`config.mk`:
```
export PLATFORM = sky130hd
export DESIGN_NAME = herzel_feeder
export DESIGN_NICKNAME = d
export VERILOG_FILES = /design/src/rtl/herzel_pkg.sv /design/src/rtl/herzel_feeder_fifo.sv /design/src/rtl/herzel_feeder.sv
export SDC_FILE = /design/constraint.sdc
export NUM_CORES = 1
export LEC_CHECK = 0
export CORE_MARGIN = 5
export CORE_UTILIZATION = 51
export CTS_CLUSTER_DIAMETER = 40
export CTS_CLUSTER_SIZE = 24
export DETAILED_ROUTE_END_ITERATION = 8
export GPL_TIMING_DRIVEN = 1
export PLACE_DENSITY = 0.76
export SETUP_SLACK_MARGIN = 0.4
export SYNTH_ARGS = -nofsm -noshare
export SYNTH_HDL_FRONTEND = slang
export SYNTH_HIERARCHICAL = 1
export SYNTH_SLANG_ARGS = --single-unit
```
`constraint.sdc`:
```
create_clock -name clk -period 4 [get_ports clk]
set_input_delay 0.4 -clock clk [delete_from_list [all_inputs] [get_ports clk]]
set_output_delay 0.4 -clock clk [all_outputs]
set_load 0.03 [all_outputs]
```
`src/rtl/herzel_pkg.sv`:
```
// Shared definitions for the Goertzel (Herzel) front-end: feeder state
// encoding, the 32.32 fixed-point format and the sample alignment shift.
package herzel_pkg;

    typedef enum logic [2:0] {
        ST_IDLE,
        ST_CLEAR,
        ST_FEED,
        ST_WAIT,
        ST_DONE
    } feed_state_t;

    // Fraction bits of the core's signed 32.32 input format.
    localparam int Q_FRAC = 32;

    // Left shift that moves a Q1.(sw-1) sample's binary point onto bit Q_FRAC.
    function automatic int q_shift(input int sw);
        return Q_FRAC + 1 - sw;
    endfunction

endpackage

```
`src/rtl/herzel_feeder_fifo.sv`:
```
// Single-clock sample FIFO in front of the Goertzel core. Power-of-two depth
// so the read/write pointers wrap naturally; fill tracks occupancy 0..DEPTH.
module sync_fifo #(
    parameter int W     = 16,
    parameter int DEPTH = 16
) (
    input  logic                     clk,
    input  logic                     rstn,
    input  logic                     push,
    input  logic                     pop,
    input  logic [W-1:0]             wdata,
    output logic [W-1:0]             rdata,
    output logic [$clog2(DEPTH):0]   fill,
    output logic                     empty,
    output logic                     full
);

    localparam int AW = $clog2(DEPTH);
    localparam int FW = AW + 1;

    logic [W-1:0]  mem [DEPTH];
    logic [AW-1:0] wr_ptr;
    logic [AW-1:0] rd_ptr;
    logic          do_push;
    logic          do_pop;

    assign empty   = (fill == '0);
    assign full    = (fill == FW'(DEPTH));
    assign do_push = push && !full;
    assign do_pop  = pop && !empty;
    assign rdata   = mem[rd_ptr];

    // Sample storage; contents need no reset since fill gates every read.
    always_ff @(posedge clk) begin
        if (do_push) begin
            mem[wr_ptr] <= wdata;
        end
    end

    // Pointer and occupancy bookkeeping; push+pop together keeps fill steady.
    always_ff @(posedge clk) begin
        if (!rstn) begin
            wr_ptr <= '0;
            rd_ptr <= '0;
            fill   <= '0;
        end else begin
            if (do_push) begin
                wr_ptr <= wr_ptr + AW'(1);
            end
            if (do_pop) begin
                rd_ptr <= rd_ptr + AW'(1);
            end
            case ({do_push, do_pop})
                2'b10:   fill <= fill + FW'(1);
                2'b01:   fill <= fill - FW'(1);
                default: fill <= fill;
            endcase
        end
    end

endmodule

```
`src/rtl/herzel_feeder.sv`:
```
// Upstream feeder for the Goertzel core: buffers Q1.(SW-1) samples, clears
// the core on each start, streams ns samples as signed 32.32 with a per-sample
// enable, then returns the core's 16.16 magnitude (or flags a timeout).
module herzel_feeder #(
    parameter int SW    = 16,
    parameter int DEPTH = 16,
    parameter int TMO   = 64
) (
    input  logic                 clk,
    input  logic                 rstn,
    input  logic                 s_valid,
    output logic                 s_ready,
    input  logic signed [SW-1:0] s_data,
    input  logic                 start,
    input  logic [31:0]          ns_i,
    output logic                 busy,
    output logic                 g_rstn_o,
    output logic                 g_en_o,
    output logic signed [63:0]   g_data_o,
    input  logic                 g_valid_i,
    input  logic [31:0]          g_mag_i,
    output logic [31:0]          mag_o,
    output logic                 done,
    output logic                 err
);

    import herzel_pkg::*;

    localparam int SHIFT  = q_shift(SW);
    localparam int FILL_W = $clog2(DEPTH) + 1;
    localparam int TMO_W  = $clog2(TMO) + 1;

    feed_state_t        state;
    logic [31:0]        ns_lat;
    logic [31:0]        cnt;
    logic [TMO_W-1:0]   tmo_cnt;

    logic [SW-1:0]      fifo_rdata;
    logic [FILL_W-1:0]  fifo_fill;
    logic               fifo_empty;
    logic               fifo_full;
    logic               push_p0;
    logic               pop_p0;

    // Sign-extend a Q1.(SW-1) sample and align its binary point to 32.32.
    function automatic logic signed [63:0] to_q32(input logic signed [SW-1:0] s);
        logic signed [63:0] ext;
        ext = {{(64-SW){s[SW-1]}}, s};
        return ext <<< SHIFT;
    endfunction

    assign s_ready = rstn && (fifo_fill != FILL_W'(DEPTH));
    assign push_p0 = s_valid && rstn && !fifo_full;
    assign pop_p0  = (state == ST_FEED) && !fifo_empty && (cnt < ns_lat);
    assign busy    = (state != ST_IDLE);

    sync_fifo #(
        .W     (SW),
        .DEPTH (DEPTH)
    ) u_fifo (
        .clk   (clk),
        .rstn  (rstn),
        .push  (push_p0),
        .pop   (pop_p0),
        .wdata (s_data),
        .rdata (fifo_rdata),
        .fill  (fifo_fill),
        .empty (fifo_empty),
        .full  (fifo_full)
    );

    // Frame sequencer: clear core, stream samples, await magnitude or timeout.
    always_ff @(posedge clk) begin
        if (!rstn) begin
            state    <= ST_IDLE;
            ns_lat   <= '0;
            cnt      <= '0;
            tmo_cnt  <= '0;
            g_rstn_o <= 1'b0;
            g_en_o   <= 1'b0;
            g_data_o <= '0;
            mag_o    <= '0;
            done     <= 1'b0;
            err      <= 1'b0;
        end else begin
            g_rstn_o <= 1'b1;
            g_en_o   <= 1'b0;
            done     <= 1'b0;
            case (state)
                ST_IDLE: begin
                    if (start) begin
                        if (ns_i == '0) begin
                            // The core would never leave its CALC state on ns=0.
                            err <= 1'b1;
                        end else begin
                            ns_lat   <= ns_i;
                            cnt      <= '0;
                            err      <= 1'b0;
                            g_rstn_o <= 1'b0;
                            state    <= ST_CLEAR;
                        end
                    end
                end
                ST_CLEAR: begin
                    state <= ST_FEED;
                end
                ST_FEED: begin
                    if (pop_p0) begin
                        g_en_o   <= 1'b1;
                        g_data_o <= to_q32(fifo_rdata);
                        cnt      <= cnt + 32'd1;
                    end else if (cnt == ns_lat) begin
                        tmo_cnt <= '0;
                        state   <= ST_WAIT;
                    end
                end
                ST_WAIT: begin
                    if (g_valid_i) begin
                        mag_o <= g_mag_i;
                        done  <= 1'b1;
                        state <= ST_DONE;
                    end else if (tmo_cnt == TMO_W'(TMO - 1)) begin
                        err   <= 1'b1;
                        done  <= 1'b1;
                        state <= ST_DONE;
                    end else begin
                        tmo_cnt <= tmo_cnt + TMO_W'(1);
                    end
                end
                ST_DONE: begin
                    state <= ST_IDLE;
                end
                default: begin
                    state <= ST_IDLE;
                end
            endcase
        end
    end

endmodule

```
Yosys cells after proc, flatten, opt, wreduce, memory -nomap -nowiden
Memories as Yosys holds them, arrays and structs flattened. A register that Yosys moved wholly into a read port is not among the register bits.
Index checks and enable logic that the tools add are counted.

word-level totals
  flip-flop bits (word level) = 123
  memory bits (writable) = 256
  input port bits = 85
  output and inout port bits = 102
  word-level logic and storage cells = 95
  memories kept = 1

memories
  name        words  width  rd ports  clocked after memory_dff  write ports  line                      RTL
  u_fifo.mem  16     16     1         1                         1            herzel_feeder_fifo.sv:21  logic [W-1:0] mem [DEPTH];

cells by class
  add/subtract/negate cells = 6
  order comparisons = 1
  equal/unequal tests = 18
  mux-type cells = 29
  bitwise logic cells = 1
  reductions and logical operators = 27

operator list
  kind                                                                   number
  32-bit two-way mux                                                     3
  32-bit one-hot mux with 2 select lines                                 1
  32-bit by 1-bit adder with 32-bit output, second input constant        1
  32-bit equality test                                                   1
  32-bit logical NOT                                                     1
  32-bit less-than comparator                                            1
  7-bit two-way mux                                                      4
  3-bit two-way mux                                                      6
  7-bit one-hot mux with 2 select lines                                  1
  2-bit inequality test, second input constant                           6
  3-bit one-hot mux with 4 select lines                                  1
  1-bit two-way mux                                                      11
  5-bit one-hot mux with 2 select lines                                  1
  5-bit AND reduction                                                    2
  4-bit by 1-bit adder with 4-bit output, second input constant          2
  2-bit AND reduction                                                    4
  4-bit AND reduction                                                    2
  2-bit nonzero test                                                     4
  7-bit by 1-bit adder with 7-bit output, second input constant          1
  7-bit by 6-bit equality test with 1-bit output, second input constant  1
  1-bit logical AND                                                      7
  3-bit by 2-bit equality test with 1-bit output, second input constant  2
  5-bit by 1-bit adder with 5-bit output, second input constant          1
  5-bit equality test, second input constant                             1
  other kinds (14)                                                       17

Longest topological paths before layout
Gate-level depths: netlist of run 1.

  depth after elaboration = 7
  mapped depth = 19

Modules after synthesis
Netlist of run 1, hierarchy kept.

by module, submodules not included
  module         instances  cells each  area each (µm²)
  sync_fifo      1          484         10804.1
  herzel_feeder  1          798         6337.3

Worst setup path before layout of run 1
No wires, ideal clock.

  path type = reg2reg
  start point = register u_fifo.fill[2]
  end point = register u_fifo.fill[2]
  setup time = 0.070 ns
  arrival = 3.999 ns
  required time = 3.930 ns
  path slack = -0.069 ns
  stages on the path, launching flop included = 20
  buffers on the path = 5
  path through = dfxtp_1 > buf_2 > or4_1 > buf_2 > nor2_1 > or4_1 > a211oi_2 > and3_1 > a21boi_0 > buf_4 > buf_6 > o21ai_2 > inv_1 > ha_1 > clkbuf_1 > xor2_1 > ha_1 > o21a_1 > or4_1 > a21oi_1

on the way
  cells in the longest elaborated chain, start to end = 7
  elaborated cells on any way between the ends = 15
  those cells by class = add/sub (2); eq/ne (3); mux (1); reduce/logical (9)

RTL lines
  item                                                                                   line                      RTL
  start, declared                                                                        herzel_feeder_fifo.sv:13  output logic [$clog2(DEPTH):0] fill,
  start signal, assigned                                                                 herzel_feeder_fifo.sv:54  2'b10: fill <= fill + FW'(1);
  start signal, assigned                                                                 herzel_feeder_fifo.sv:55  2'b01: fill <= fill - FW'(1);
  start signal, assigned                                                                 herzel_feeder_fifo.sv:56  default: fill <= fill;
  5-bit logical NOT (*)                                                                  herzel_feeder_fifo.sv:27  assign empty = (fill == '0);
  net fifo_empty                                                                         herzel_feeder.sv:40       logic fifo_empty;
  1-bit logical NOT (*)                                                                  herzel_feeder.sv:54       assign pop_p0 = (state == ST_FEED) && !fifo_empty && (cnt < ns_lat);
  1-bit logical AND (*) (2 in a row)                                                     herzel_feeder.sv:54
  net pop_p0                                                                             herzel_feeder.sv:43       logic pop_p0;
  1-bit logical AND (*)                                                                  herzel_feeder_fifo.sv:30  assign do_pop = pop && !empty;
  net u_fifo.do_pop                                                                      herzel_feeder_fifo.sv:25  logic do_pop;
  2-bit by 1-bit equality test with 1-bit output or 2-bit equality test (tied branches)  herzel_feeder_fifo.sv:53  case ({do_push, do_pop})
  5-bit one-hot mux with 2 select lines or 2-bit nonzero test (tied branches)            --

Mark *: on every way through the listed nets, which the timed path passes. The rest lies on a longest branch.
A chain may end at the register's enable or synchronous reset.

Worst setup path in the final report of run 1
  start point = register cnt[18]
  end point = register u_fifo.fill[2]

on the way
  cells in the longest elaborated chain, start to end = 5
  elaborated cells on any way between the ends = 7
  those cells by class = order compare (1); eq/ne (2); mux (1); reduce/logical (3)

RTL lines
  item                                                                                   line                      RTL
  start, declared                                                                        herzel_feeder.sv:35       logic [31:0] cnt;
  start signal, assigned                                                                 herzel_feeder.sv:111      cnt <= cnt + 32'd1;
  32-bit less-than comparator (*)                                                        herzel_feeder.sv:54
  1-bit logical AND (*)                                                                  herzel_feeder.sv:54
  1-bit logical AND (*)                                                                  herzel_feeder_fifo.sv:30
  net u_fifo.do_pop                                                                      herzel_feeder_fifo.sv:25
  2-bit by 1-bit equality test with 1-bit output or 2-bit equality test (tied branches)  herzel_feeder_fifo.sv:53
  5-bit one-hot mux with 2 select lines or 2-bit nonzero test (tied branches)            --

Marked as above.

==> qor.log, run 1 <==
qor: status.run_status complete, no violations
qor: placement.routabilityCongestion 0.8320
qor: synth.synth_top_cell_area_share 44.85%
qor: critical_path.critical-path-slowest-cell or4_1
qor: power_and_ir_drop.ir_worst_vdd 510.1 uV
qor: cts.cts_root_buf clkbuf_16
qor: critical_path.path_delay_family compound AO/OA/AOI/OAI gates
qor: cts.ctsHtreeMaxLevel 2
qor: power_and_ir_drop.clock_power_share 45.8%
qor: power_and_ir_drop.power.density_cell_area 450.8 nW/um^2
qor: global_route.grt_overflow 0
qor: critical_path.r2r-end u_fifo/fill[2]
qor: critical_path.worstPathBufferInverterCount 1
qor: die.rows 67
qor: critical_path.r2r-start cnt[18]
qor: power_and_ir_drop.leakage 0.007017 uW
qor: sta.timing_limited_maximum_frequency 296.2 MHz
qor: placement.detailedPlacementHpwl 24.92 mm
qor: die.die_x 193.3 um
qor: synth.synth.ff_latch_count 399
qor: global_route.grt_pass1_wl 60.98 mm
qor: detailed_routing.drt-pass1-iter-count 7
qor: power_and_ir_drop.power_switching_share 24.58%
qor: synth.synth_flop_cell edfxtp_1
qor: cts.tritoncts.num_buffers 47
qor: die.boundaryPins 187
qor: sta.rsz_0062_raised_after_global_routing no
qor: sta.timing.final.max_slew_violations 0
qor: placement.port_buffers 169
qor: hold_path.timing.hold.worst.start g_mag_i[8]
qor: synth.syn-cell-area 17140 um^2
qor: critical_path.reg2reg_slack 0.62 ns
qor: sta.fin_crit_sh 84.41%
qor: critical_path.worst-endpoint-required 4.48 ns
qor: detailed_routing.route.vias.total 10814
qor: die.initial_utilization 51.38%
qor: cts.clock_sink_count 399
qor: finish.layout.filler_cells 2443
qor: hold_path.holdCritPathClass input pin to flop
qor: critical_path.max_stage_delay 0.48 ns
qor: detailed_routing.drt_drc_violations_left 0
qor: critical_path.endpoint_kind flop
qor: synth.portion_of_the_post_synthesis_area_used_by_sequential_elements 61.55%
qor: global_route.grt_usage 20.45%
qor: detailed_routing.detail_route.wirelength 39.11 mm
qor: global_route.grt_max_degree 89
qor: critical_path.worstSetupPathType flop to flop
qor: detailed_routing.initialDrtViolationCount 827
qor: sta.worst_slew_margin_relative_to_its_limit 21.20%
qor: critical_path.crit_path_max_fanout 12
qor: critical_path.path_cells ha_1, a21oi_1, o21ai_0, o21ai_0, and3_1, a21boi_4, o21ai_4, inv_1, ha_4, xor2_1, ha_2, nor3_1, or4_1, a21oi_1
qor: die.core_region_area 33360 um^2
qor: critical_path.crit_path_start cnt[18]
qor: finish.layout_commonest_cell edfxtp_1
qor: synth.yosysTopAreaCell edfxtp_1
qor: finish.drive_gt1_share 13.27%
qor: finish.final_util 62.50%
qor: global_route.antenna_found_initial 1
qor: sta.finalClockSkew 0.02090 ns
qor: synth.synth-async-reset-ratio 0%
qor: placement.dp.cells 1844
qor: critical_path.cp-start-kind flop
qor: synth.synth-edff-count 256
qor: synth.post_synth_inst_count 1282
qor: run.maxCapViolations 0
qor: finish.seqCellArea 10560 um^2
qor: sta.hold_ws 0.3969 ns
qor: finish.layout_common_cells edfxtp_1 (256), nand2_1 (180), clkdlybuf4s50_1 (169), dfxtp_1 (138), a21oi_1 (93)
qor: power_and_ir_drop.p_sw 2310 uW
qor: finish.area_of_the_multi_input_gates 5827 um^2
qor: sta.fin_setup_tns 0 ns
qor: finish.instances_no_fill 1933
qor: sta.timing_worst_slew_pin_value 1.182 ns
qor: global_route.first_global_vias 10632
qor: die.fp.dieH 193.3 um
qor: critical_path.worst-r2r-cell-count 14
qor: cts.cts-root-to-sink-buffers 3
qor: synth.synth.area.top_cells edfxtp_1 (45%), dfxtp_1 (17%), mux4_1 (6.0%)
qor: sta.setup_viol 0
qor: critical_path.critical_path_arrival 3.86 ns
qor: detailed_routing.avgViaCountPerCell 5.594
qor: detailed_routing.detail-route-antenna-nets 0
qor: power_and_ir_drop.p_seq_share 47.6%
qor: cts.clock_insertion_delay_worst_skew 0.56 ns
qor: synth.post_synth.cell_area_avg 13.37 um^2
qor: power_and_ir_drop.p_int 7090 uW
qor: finish.areaGrowthSynthToFinish 21.65%
qor: hold_path.worst_hold_path.num_cells 3
qor: sta.hold_viol_final 0
qor: hold_path.worstHoldEndpoint mag_o[8]
qor: sta.period_needed 3.376 ns
qor: cts.clkSlewWorstSetupHoldPaths 0.06 ns
qor: power_and_ir_drop.power.share.combinational 6.5%
qor: die.dieArea 37380 um^2
qor: finish.design.final.nets 1572
qor: detailed_routing.wl_per_cell 20.23 um
qor: synth.synth.distinct_cells 69
qor: cts.tritoncts built
qor: synth.yosys_warns 6
synthesized netlist by cell type (13+ instances only):
cell type,n
mux4_1,39
buf_4,50
o21ai_0,13
mux2i_1,25
nor3_1,15
edfxtp_1,256
nand4_1,19
mux4_2,41
xnor2_1,16
inv_1,50
nand3_1,25
a21oi_1,93
dfxtp_1,143
ha_1,42
nand2_1,180
nor2_1,77
clkbuf_1,44
per-layer routing:
| metal | up-vias | part of all wire, % | global-route usage [%] | routed length, um |
|---|---|---|---|---|
| met5 | - | 0.033 | 0 | 13 |
| met4 | 2 | 2.1 | 4.931 | 803 |
| met3 | 63 | 6.7 | 4.140 | 2628 |
| met2 | 395 | 50 | 35.50 | 19650 |
| met1 | 5280 | 41 | 26.70 | 16010 |
| li1 | 5074 | - | - | - |
worst min-delay path, delay by kind of cell:
family	cells	cell delay [ns]
buffers and inverters	1	0.40
AO/OA/AOI/OAI	1	0.05
AND/OR/NAND/NOR	1	0.06
timing repair:
item	CTS	global route
buffers inserted	0	0
resized for setup	1	3
setup endpoints to repair	1	2
hold buffers	0	0
sequential cells by signal (all words and copies together) (netlist names), named ones only:
signal,flops
cnt,32
done,1
err,1
g_data_o,16
g_en_o,1
g_rstn_o,1
mag_o,32
ns_lat,32
state,3
tmo_cnt,7
u_fifo/fill,5
u_fifo/mem,256
u_fifo/rd_ptr,4
u_fifo/wr_ptr,4
final cells by class:
cell class,count,share of cell area (%)
Multi-Input combinational cell,734,27.94
Clock inverter,37,1.980
Tap cell,448,2.688
Timing Repair Buffer,211,9.984
Clock buffer,51,5.814
Sequential cell,399,50.64
Inverter,52,0.9420
Antenna cell,1,0.01200
worst max path at each step:
stage / endpoint / slack (ns) / cells past startpoint
floorplan: u_fifo/fill[4] / 0.40 / 18
global placement: u_fifo/fill[2] / 0.51 / 14
detailed placement: u_fifo/fill[2] / 0.38 / 14
CTS: u_fifo/fill[2] / 0.47 / 14
global route: u_fifo/fill[2] / 0.41 / 15
finish: u_fifo/fill[2] / 0.62 / 14
through the flow:
| stage | power (uW) | setup WS [ns] | cell area [um^2] |
|---|---|---|---|
| final | 9400 | 0.6235 | 20850 |
| after global routing | 9750 | 0.4147 | 20850 |
| after CTS | 9496 | 0.4688 | 20840 |
| after detailed placement | 5174 | 0.3828 | 19210 |
| after global placement | 5160 | 0.5088 | 19210 |
| after floorplan | 4933 | 0.4022 | 17260 |
kinds of logic (layout without fill, tap and decap cells):
| group | Yosys count | after routing | share of synthesized area [%] |
|---|---|---|---|
| xor+xnor | 22 | 22 | 1.124 |
| compound gates | 169 | 169 | 6.292 |
| mux | 105 | 105 | 12.82 |
| fa+ha+maj | 42 | 42 | 3.066 |
| flops | 399 | 399 | 61.55 |
| simple gates | 379 | 379 | 9.956 |
| other cells | 1 | 18 | 0.02188 |
| buf+inv | 165 | 351 | 5.168 |
power by group through the flow:
stage               logic (uW)  clock network [uW]  registers, uW
floorplan                  359                   0           4570
global placement           599                   0           4560
detailed placement         609                   0           4570
CTS                        614                4410           4470
global route               667                4600           4480
finish                     615                4310           4480
(Power assumes the default switching activity.)
==> run 2: changes to the inputs <==
clock period = 2.84 ns   (was 4 ns; I/O delays follow)
==> run 2 against run 1 <==
  * The flow now finishes with violations (setup timing)
  * Critical path depth is 1 higher
  * Register-to-register slack got worse by 1.1 ns
  * Worst setup slack lost 1.1 ns
  * Sequential power increased by 40%
  * Total power up 48%
  * First-iteration DRC count rose by 2.2%
  * Hold slack got worse by 0.12 ns
==> qor.log, run 2 (synthesis results as in run 1) <==
qor: finish.largest_reg_flops 256 [unchanged]
qor: sta.finalClockSkew 0.05099 ns [was 0.02090 ns]
qor: status.run_status complete, but fails checks [was complete, no violations]
qor: placement.detailedPlacementHpwl 25.99 mm [was 24.92 mm]
qor: critical_path.path_cells inv_1, ha_4, nand3_1, a21boi_0, a211oi_4, and3_1, a21boi_4, o21ai_4, inv_2, ha_4, xor2_1, ha_2, o21a_1, or4_1, a21oi_1 [was ha_1, a21oi_1, o21ai_0, o21ai_0, and3_1, a21boi_4, o21ai_4, inv_1, ha_4, xor2_1, ha_2, nor3_1, or4_1, a21oi_1]
qor: power_and_ir_drop.leakage 0.007672 uW [was 0.007017 uW]
qor: sta.timing_limited_maximum_frequency 298.3 MHz [was 296.2 MHz]
qor: finish.layout_commonest_cell edfxtp_1 [unchanged]
qor: cts.cts_root_buf clkbuf_16 [unchanged]
qor: die.fp.dieH 193.3 um [unchanged]
qor: finish.num_antenna_cells 0 [was 1]
qor: critical_path.r2r-end u_fifo/fill[2] [unchanged]
qor: critical_path.worst-r2r-cell-count 15 [was 14]
qor: placement.dp.cells 1911 [was 1844]
qor: detailed_routing.detail-route-antenna-nets 0 [unchanged]
qor: critical_path.r2r-start ns_lat[30] [was cnt[18]]
qor: finish.layout_common_cells edfxtp_1 (256), nand2_1 (180), clkdlybuf4s50_1 (167), dfxtp_1 (132), buf_4 (109) [was edfxtp_1 (256), nand2_1 (180), clkdlybuf4s50_1 (169), dfxtp_1 (138), a21oi_1 (93)]
qor: sta.rsz_0062_raised_after_global_routing yes [was no]
qor: cts.tritoncts.num_buffers 48 [was 47]
qor: placement.postPlaceCellArea 19730 um^2 [was 19210 um^2]
qor: detailed_routing.wl_per_cell 22.21 um [was 20.23 um]
qor: cts.clock_insertion_delay_worst_skew 0.59 ns [was 0.56 ns]
qor: global_route.grt_usage 22.54% [was 20.45%]
qor: sta.worst_slew_margin_relative_to_its_limit 48.74% [was 21.20%]
qor: run.maxCapViolations 0 [unchanged]
qor: hold_path.timing.hold.worst.start g_mag_i[4] [was g_mag_i[8]]
qor: critical_path.max_stage_delay 0.61 ns [was 0.48 ns]
qor: die.core_region_area 33360 um^2 [unchanged]
qor: cts.cts-root-to-sink-buffers 3 [unchanged]
qor: placement.port_buffers 169 [unchanged]
qor: finish.top_register u_fifo/mem [unchanged]
qor: cts.tritoncts built [unchanged]
qor: die.initial_utilization 51.38% [unchanged]
qor: die.dieArea 37380 um^2 [unchanged]
qor: critical_path.endpoint_kind flop [unchanged]
qor: cts.clock_sink_count 399 [unchanged]
qor: die.boundaryPins 187 [unchanged]
qor: global_route.grt_pass1_wl 66.46 mm [was 60.98 mm]
qor: detailed_routing.drt_drc_violations_left 0 [unchanged]
qor: critical_path.cp-start-kind flop [unchanged]
qor: global_route.grt_max_degree 40 [was 89]
qor: placement.routabilityCongestion 0.8605 [was 0.8320]
qor: sta.setup_viol 43 [was 0]
qor: hold_path.holdCritPathClass input pin to flop [unchanged]
qor: global_route.grt_overflow 0 [unchanged]
qor: cts.clkSlewWorstSetupHoldPaths 0.06 ns [about the same]
qor: detailed_routing.route.vias.total 11637 [was 10814]
qor: cts.ctsHtreeMaxLevel 2 [unchanged]
qor: detailed_routing.initialDrtViolationCount 845 [was 827]
qor: global_route.antenna_found_initial 1 [unchanged]
qor: critical_path.worst-endpoint-required 3.33 ns [was 4.48 ns]
qor: hold_path.worstHoldEndpoint mag_o[4] [was mag_o[8]]
qor: sta.fin_crit_sh 118.0% [was 84.41%]
qor: power_and_ir_drop.power.density_cell_area 622.2 nW/um^2 [was 450.8 nW/um^2]
qor: sta.hold_viol_final 0 [unchanged]
qor: finish.design.final.nets 1669 [was 1572]
qor: finish.stdcell_area 22430 um^2 [was 20850 um^2]
qor: die.rows 67 [unchanged]
qor: detailed_routing.detail_route.wirelength 45.08 mm [was 39.11 mm]
qor: power_and_ir_drop.ir_worst_vdd 575.7 uV [was 510.1 uV]
qor: sta.timing_worst_slew_pin_value 0.7621 ns [was 1.182 ns]
qor: sta.timing.final.max_slew_violations 0 [unchanged]
qor: status.violations setup timing
qor: critical_path.worstSetupPathType flop to flop [unchanged]
qor: cts.cts_hold_buf 0 [unchanged]
qor: detailed_routing.drt-pass1-iter-count 7 [unchanged]
qor: sta.setup_slack -0.5118 ns [was 0.6235 ns]
qor: finish.instances_no_fill 2030 [was 1933]
qor: global_route.first_global_vias 11585 [was 10632]
qor: critical_path.critical_path_arrival 3.84 ns [was 3.86 ns]
qor: hold_path.worst_hold_path.num_cells 3 [unchanged]
qor: finish.areaGrowthSynthToFinish 30.87% [was 21.65%]
qor: detailed_routing.avgViaCountPerCell 5.733 [was 5.594]
qor: critical_path.crit_top_cell ha_4
qor: die.die_x 193.3 um [unchanged]
qor: critical_path.reg2reg_slack -0.51 ns [was 0.62 ns]
qor: critical_path.critical-path-slowest-cell a21boi_0 [was or4_1]
qor: sta.period_needed 3.352 ns [was 3.376 ns]
qor: finish.drive_gt1_share 22.95% [was 13.27%]
qor: critical_path.crit_path_max_fanout 3 [was 12]
-- run 2: metrics by stage --
stage	total power [uW]	hold WS (ns)	setup slack, ns	setup TNS [ns]	util, %
floorplan	6958	0.3829	-0.6625	-1.763	-
CTS	13950	0.2579	-0.2061	-0.8399	66.14
detailed placement	7364	0.4455	-0.2936	-0.8774	59.14
global route	14420	0.2662	-0.4712	-9.521	67.24
global placement	7335	0.4418	-0.1556	-0.2690	59.14
finish	13960	0.2755	-0.5118	-10.03	67.24
-- run 2: worst max path at each step --
stage,from,to,slack (ns)
floorplan,u_fifo/fill[2],u_fifo/fill[2],-0.66
global placement,ns_lat[7],u_fifo/fill[2],-0.16
detailed placement,ns_lat[7],u_fifo/fill[2],-0.29
CTS,ns_lat[31],u_fifo/fill[2],-0.21
global route,ns_lat[30],u_fifo/fill[2],-0.47
finish,ns_lat[30],u_fifo/fill[2],-0.51
-- run 2: worst max-delay path, delay by kind of cell, from the launching register on --
family	cells	cell delay [ns]
compound gates	6	1.24
simple gates	3	0.80
xor+xnor	1	0.14
buf+inv	2	0.13
fa+ha+maj	3	0.63
flops	1	0.34
-- run 2: cell type report --
| type | instances | area (um^2) |
|---|---|---|
| Fill cell | 2227 | 10930 |
| Sequential cell | 399 | 10570 |
| Multi-Input combinational cell | 734 | 6415 |
| Timing Repair Buffer | 307 | 2954 |
| Clock buffer | 56 | 1284 |
| Tap cell | 448 | 560.5 |
| Clock inverter | 34 | 456.7 |
| Inverter | 52 | 196.4 |
-- run 2: power by group --
part / leakage (uW) / switching [uW] / total (uW) / internal (uW)
clock: 0.000833 / 2750 / 6460 / 3700
combinational: 0.00337 / 687 / 1210 / 524
sequential: 0.00347 / 40.8 / 6290 / 6250
-- run 2: metal layers --
layer / global-route usage [%] / wire length (um)
met4: 7.317 / 1554
met2: 41.16 / 23610
met5: 0 / 13
met3: 4.470 / 3339
met1: 26.82 / 16570
-- run 2: repair_timing --
action,CTS,global route
pin swaps,56,40
setup endpoints to repair,58,70
gates cloned,3,0
resized for setup,78,53
setup buffers,20,6
